===== config.mk =====
export PLATFORM = sky130hd
export DESIGN_NAME = seg7_scan_driver
export DESIGN_NICKNAME = d
export VERILOG_FILES = /design/src/rtl/seg7_pkg.sv /design/src/rtl/seg7_hex_decoder.sv /design/src/rtl/seg7_scan_driver.sv
export SDC_FILE = /design/constraint.sdc
export NUM_CORES = 1
export LEC_CHECK = 0
export BUFFER_PORTS_ARGS = -buffer_cell sky130_fd_sc_hd__buf_2
export CORE_MARGIN = 4
export CORE_UTILIZATION = 47
export CTS_CLUSTER_DIAMETER = 200
export DETAILED_ROUTE_END_ITERATION = 10
export PLACE_DENSITY = 0.73
export SLEW_MARGIN = 20
export SYNTH_ARGS = -nofsm -noshare
export SYNTH_HDL_FRONTEND = slang
export SYNTH_HIERARCHICAL = 1
export SYNTH_SLANG_ARGS = --single-unit

===== constraint.sdc =====
create_clock -name clk -period 3.8 [get_ports clk]
set_clock_uncertainty 0.15 [all_clocks]
set_input_delay 0.19 -clock clk [delete_from_list [all_inputs] [get_ports clk]]
set_output_delay 0.19 -clock clk [all_outputs]
set_load 0.005 [all_outputs]

===== src/rtl/seg7_pkg.sv =====
// seg7_pkg: shared seven-segment types and the hex glyph table (active-high, {G..A})
package seg7_pkg;
  typedef logic [6:0] seg7_t;
  localparam seg7_t SEG_OFF = 7'h7F;
  localparam seg7_t HEX7 [16] = '{
    7'h3F, 7'h06, 7'h5B, 7'h4F, 7'h66, 7'h6D, 7'h7D, 7'h07,
    7'h7F, 7'h6F, 7'h77, 7'h7C, 7'h39, 7'h5E, 7'h79, 7'h71
  };
endpackage


===== src/rtl/seg7_hex_decoder.sv =====
// seg7_hex_decoder: nibble to active-high segment pattern
module seg7_hex_decoder
  import seg7_pkg::*;
(
  input  logic [3:0] nib,
  output seg7_t      seg
);
  assign seg = HEX7[nib];
endmodule


===== src/rtl/seg7_scan_driver.sv =====
// seg7_scan_driver: time-multiplexed common-anode seven-segment scanner with per-digit register file
module seg7_scan_driver
  import seg7_pkg::*;
#(
  parameter  int N_DIGITS  = 8,
  parameter  int DIGIT_DIV = 100000,
  parameter  int BLANK_CYC = 2,
  localparam int ADDR_W    = $clog2(N_DIGITS)
) (
  input  logic                clk,
  input  logic                rst,
  input  logic                wr_en,
  input  logic [ADDR_W-1:0]   wr_addr,
  input  logic [3:0]          wr_data,
  input  logic                wr_dp,
  input  logic [N_DIGITS-1:0] blank_mask,
  output logic [N_DIGITS-1:0] an,
  output logic [6:0]          seg,
  output logic                dp,
  output logic [ADDR_W-1:0]   scan_idx
);
  localparam int DIV_W = $clog2(DIGIT_DIV);
  localparam logic [DIV_W-1:0]  DIV_LAST = DIV_W'(DIGIT_DIV - 1);
  localparam logic [DIV_W-1:0]  BLK      = DIV_W'(BLANK_CYC);
  localparam logic [ADDR_W-1:0] IDX_LAST = ADDR_W'(N_DIGITS - 1);
  localparam logic [ADDR_W:0]   N_CNT    = (ADDR_W + 1)'(N_DIGITS);
  logic [3:0]          digit [N_DIGITS];
  logic [N_DIGITS-1:0] dp_reg;
  logic [DIV_W-1:0]    div_cnt;
  logic                blank;
  seg7_t               glyph;
  seg7_hex_decoder u_dec (.nib(digit[scan_idx]), .seg(glyph));
  assign blank = (div_cnt < BLK) || blank_mask[scan_idx];
  always_ff @(posedge clk) begin
    if (rst) begin
      for (int i = 0; i < N_DIGITS; i++) digit[i] <= '0;
      dp_reg <= '0;
    end else if (wr_en && {1'b0, wr_addr} < N_CNT) begin
      digit[wr_addr]  <= wr_data;
      dp_reg[wr_addr] <= wr_dp;
    end
  end
  // explicit wrap keeps non-power-of-2 digit counts in range
  always_ff @(posedge clk) begin
    if (rst) begin
      div_cnt  <= '0;
      scan_idx <= '0;
    end else begin
      div_cnt <= (div_cnt == DIV_LAST) ? '0 : div_cnt + 1'b1;
      if (div_cnt == DIV_LAST) scan_idx <= (scan_idx == IDX_LAST) ? '0 : scan_idx + 1'b1;
    end
  end
  always_ff @(posedge clk) begin
    if (rst) begin
      an  <= '1;
      seg <= SEG_OFF;
      dp  <= 1'b1;
    end else begin
      an  <= blank ? '1 : ~({{(N_DIGITS - 1){1'b0}}, 1'b1} << scan_idx);
      seg <= blank ? SEG_OFF : ~glyph;
      dp  <= blank | ~dp_reg[scan_idx];
    end
  end
endmodule


### Word level (Yosys, flattened, before mapping)

Memory sizes are Yosys's and may differ from the RTL's. A register that Yosys moved wholly into a read port is not among the register bits.
Index checks and enable logic that the tools add are counted.

| operators by class | value |
|---|---|
| add/sub/neg operators | 2 |
| magnitude comparators | 5 |
| equal/unequal tests | 2 |
| shift-type cells | 1 |
| muxes and demuxes | 20 |
| bitwise gates (word level) | 5 |
| reduce and logical (&&, ||, !) cells | 5 |

Operators with widths:

| cell | number |
|---|---|
| $add A17 B1 Y17 const B | 1 |
| $eq A17 B17 Y1 const B | 1 |
| $lt A17 B2 Y1 const B | 1 |
| $mux W7 | 2 |
| $mux W3 | 4 |
| $mux W1 | 9 |
| $bwmux W8 | 1 |
| $lt A3 B4 Y1 const B | 2 |
| $not A8 Y8 | 1 |
| $shl A1 B3 Y8 const A | 1 |
| $not A7 Y7 | 1 |
| $bmux W1 S3 | 2 |
| $ge A5 B5 Y1 const B | 1 |
| $not A4 Y5 | 1 |
| $mux W4 | 1 |
| $reduce_or A2 Y1 | 2 |
| $reduce_or A4 Y1 | 1 |
| $add A3 B1 Y3 const B | 1 |
| $demux W1 S3 | 1 |
| $eq A3 B3 Y1 const B | 1 |
| $ge A3 B1 Y1 const B | 1 |
| $logic_and A1 B1 Y1 | 1 |
| $logic_or A1 B1 Y1 | 1 |
| $not A1 Y1 | 1 |
| $or A1 B1 Y1 | 1 |

| storage, ports and cells | value |
|---|---|
| register bits after elaboration | 44 |
| memory bits (writable) | 32 |
| bits in read-only memories | 112 |
| input port bits | 19 |
| output and inout port bits | 19 |
| logic and storage cells | 48 |
| memories | 2 |

Memory list:

| name | words | bits a word | read ports | clocked after memory_dff | write ports | RTL line | source |
|---|---|---|---|---|---|---|---|
| (name not given) | 16 | 7 | 1 | 0 | 0 | seg7_hex_decoder.sv:8 | `assign seg = HEX7[nib];` |
| digit | 8 | 4 | 1 | 1 | 8 | seg7_scan_driver.sv:27 | `logic [3:0] digit [N_DIGITS];` |

### Longest topological paths before layout

| logic depth | value |
|---|---|
| word-level depth | 5 |
| depth in mapped cells | 8 |
| mapped depth without buffers | 7 |

### Modules after synthesis

Netlist, hierarchy kept.

Modules (own cells, without submodules):

| module | times used | cells each | area each (µm²) | sequential area each (µm²) |
|---|---|---|---|---|
| seg7_scan_driver | 1 | 294 | 3415.8 | 1901.8 |
| seg7_hex_decoder | 1 | 33 | 286.5 | 0.0 |

### Least setup slack after synthesis

No wires, ideal clock.

| timing path | value |
|---|---|
| path type | reg-to-reg |
| start point | reg with a tool-made name |
| end point | reg seg[3] |
| library setup time | 0.063 ns |
| data arrival time | 2.427 ns |
| required time | 3.587 ns |
| setup slack | 1.160 ns |
| stages on the path, launching flop included | 9 |
| buffers on the path | 1 |
| cell sequence | dfxtp_1 -> clkbuf_1 -> mux4_2 -> mux2_2 -> inv_1 -> ha_1 -> inv_1 -> mux4_2 -> nand2_1 |

RTL lines:

| item | RTL line | source |
|---|---|---|
| to (signal assigned) | seg7_scan_driver.sv:60 | `seg <= blank ? SEG_OFF : ~glyph;` |
| to (decl) | seg7_scan_driver.sv:18 | `output logic [6:0] seg,` |

==> results_dict.tcl <==
set metrics [dict create \
    synth_top_area_cell "edfxtp_1" \
    outcome "finished clean" \
    grt_max_degree 16 \
    critPathKind "register to register" \
    tightest_slew_ps 1005 \
    drv_slew 0 \
    timing.rr.end "seg[3]" \
    critPathBufInv 2 \
    p_per_area_nw_per_um2 411.5 \
    end_kind "register" \
    drive_gt1_frac 0.2087 \
    synth_most_common_cell "dfxtp_1" \
    clock_latency_ps 340 \
    fin_util 0.5428 \
    gr-total-overflow 0 \
    core_area_um2 7687 \
    postCtsHoldBufs 0 \
    ys_top_cells_by_area "edfxtp_1, dfxtp_1, mux4_2, and2_1, ha_1" \
    synth_area_per_cell_um2 11.32 \
    worstPathRequired_ps 3930 \
    ff2ff_setup_slack_ps 1110 \
    synth_top_area_share 0.2595 \
    fin_nets 397 \
    postCtsSetupRepairBufs 0 \
    synth_seq_area_share 0.5137 \
    clk_path_buf_depth 2 \
    rsz0062_at_grt "false" \
    die_w_um 96.76 \
    start_util 0.4816 \
    cts_resized 0 \
    max_slew_margin 0.3255 \
    worst_path_largest_cell_delay_ps 620 \
    grt_util_met3 0.04398 \
    whs_endpoint "dp_reg[4]" \
    setup_violations 0 \
    ant_nets 0 \
    hp-start "wr_dp" \
    die_area_um2 9362 \
    hold_path_depth 2 \
    place_area_um2 3949 \
    max_freq_mhz 372.1 \
    slowest_stage "dfxtp_1" \
    grt.met1_usage 0.2232 \
    yosysWarnings 6 \
    clock_sinks 79 \
    whs_ps 31.55 \
    ir_drop_mv 0.1798 \
    drt_iter0_markers 135 \
    die_h_um 96.76 \
    cts_root_buffer "clkbuf_8" \
    path_clk_slew_ps 80 \
    dr_total_vias 2477 \
    cp_cell_sequence "mux4_2 -> mux2_2 -> inv_1 -> ha_1 -> inv_1 -> mux4_2 -> nand2_1" \
    grt_first_pass_wirelength_um 11980 \
    busiest_layer "met2" \
    port_buffers 37 \
    drcViolationCount 0 \
    wl_um 7163 \
    io_pins 38 \
    finalHoldViolations 0 \
    critPathTopFamily "multiplexers" \
    area_growth_pct 12.71 \
    syn_area_um2 3702 \
    num_rows 32 \
    synthArstFlopShare 0 \
    grt_pass1_vias 2476 \
    netlist_top_cells_count "dfxtp_1, and2_1, edfxtp_1" \
    total_power_mw 1.717 \
    design_area_um2 4173 \
    cts_tree "built" \
    drv_cap 0 \
    antenna-diode-count 0 \
    p_leak_nw 1.567 \
    critPathLaunchType "register" \
    syn_inst 327 \
    worst_hold_path_type "input port to register" \
    gp_congestion 0.8367 \
    ys.flop_type "dfxtp_1" \
    htree_levels 3 \
    fin_crit_ps 2687 \
    post-route-period-util 0.7071 \
    hpwl_um 5396 \
    ys_seq_elements 79 \
    fin_setup_tns_ps 0 \
    critical_path.max_fanout 8 \
    crit_arrival_ps 2820 \
    viasPerCell 5.259 \
    antenna_found_initial 0 \
    gr-usage-all-layers 0.1595 \
    synth_edf_count 32 \
    drt-pass1-iter-count 4 \
    use_met2 0.2399 \
    synth_nets 360 \
    r2r_cells 7 \
    numCtsBuffers 9 \
    wl_per_cell_um 15.21 \
    largest_reg_flops 32 \
    synth.distinct_cells 46 \
]
==> power by group <==
group	switching [mW]	internal, mW	total, mW	leakage [nW]
sequential	0.0130	0.912	0.925	0.690
combinational	0.0685	0.0510	0.119	0.765
clock	0.307	0.365	0.673	0.112
total	0.389	1.33	1.72	1.57
==> placed cells by master, fill, tap and decap left out, types with 3 or more instances in the layout <==
cell and instances:
clkbuf_8 10, xor2_1 5, buf_2 37, a2bb2o_1 5, mux2_2 7, nor3_1 7
nor2b_1 5, nand2_1 21, mux4_2 11, a21oi_1 8, nand3_1 15, o21ai_0 7
dfxtp_1 47, nand4_1 5, inv_1 19, edfxtp_1 32, nor2_1 27, ha_1 14
a22o_1 3, and2_1 33, nor4_1 6, xnor2_1 8
==> through the flow <==
step	cells	setup slack [ps]
after floorplan	327	1160
after global placement	455	1190
after detailed placement	455	1102
after CTS	471	1087
after global routing	471	917.7
final	471	1113
==> area by class of cell <==
class / count / area, um2
Fill cell: 674 / 3515
Sequential cell: 79 / 1902
Multi-Input combinational cell: 216 / 1655
Timing Repair Buffer: 37 / 185.2
Clock buffer: 11 / 162.7
Tap cell: 102 / 127.6
Inverter: 21 / 78.83
Clock inverter: 5 / 61.31
==> worst max path at each step <==
stage | endpoint | slack (ps) | depth (start not counted)
floorplan | seg[3] | 1160 | 8
CTS | seg[3] | 1090 | 7
finish | seg[3] | 1110 | 7
global route | seg[1] | 920 | 7
detailed placement | seg[3] | 1100 | 7
global placement | seg[3] | 1190 | 7
==> cell families after synthesis <==
kind of cell	synth area share
buffers and inverters	0.03920
adder cells (fa/ha/maj)	0.04731
AO/OA/AOI/OAI	0.06996
XOR/XNOR	0.03075
multiplexers	0.1149
flip-flops	0.5137
AND/OR/NAND/NOR	0.1842
==> layer usage <==
metal,routed length [um],up-vias
li1,-,1237
met3,515,4
met2,3266,63
met4,53,0
met5,0,-
met1,3328,1173
Power figures use the tool's default switching activity.
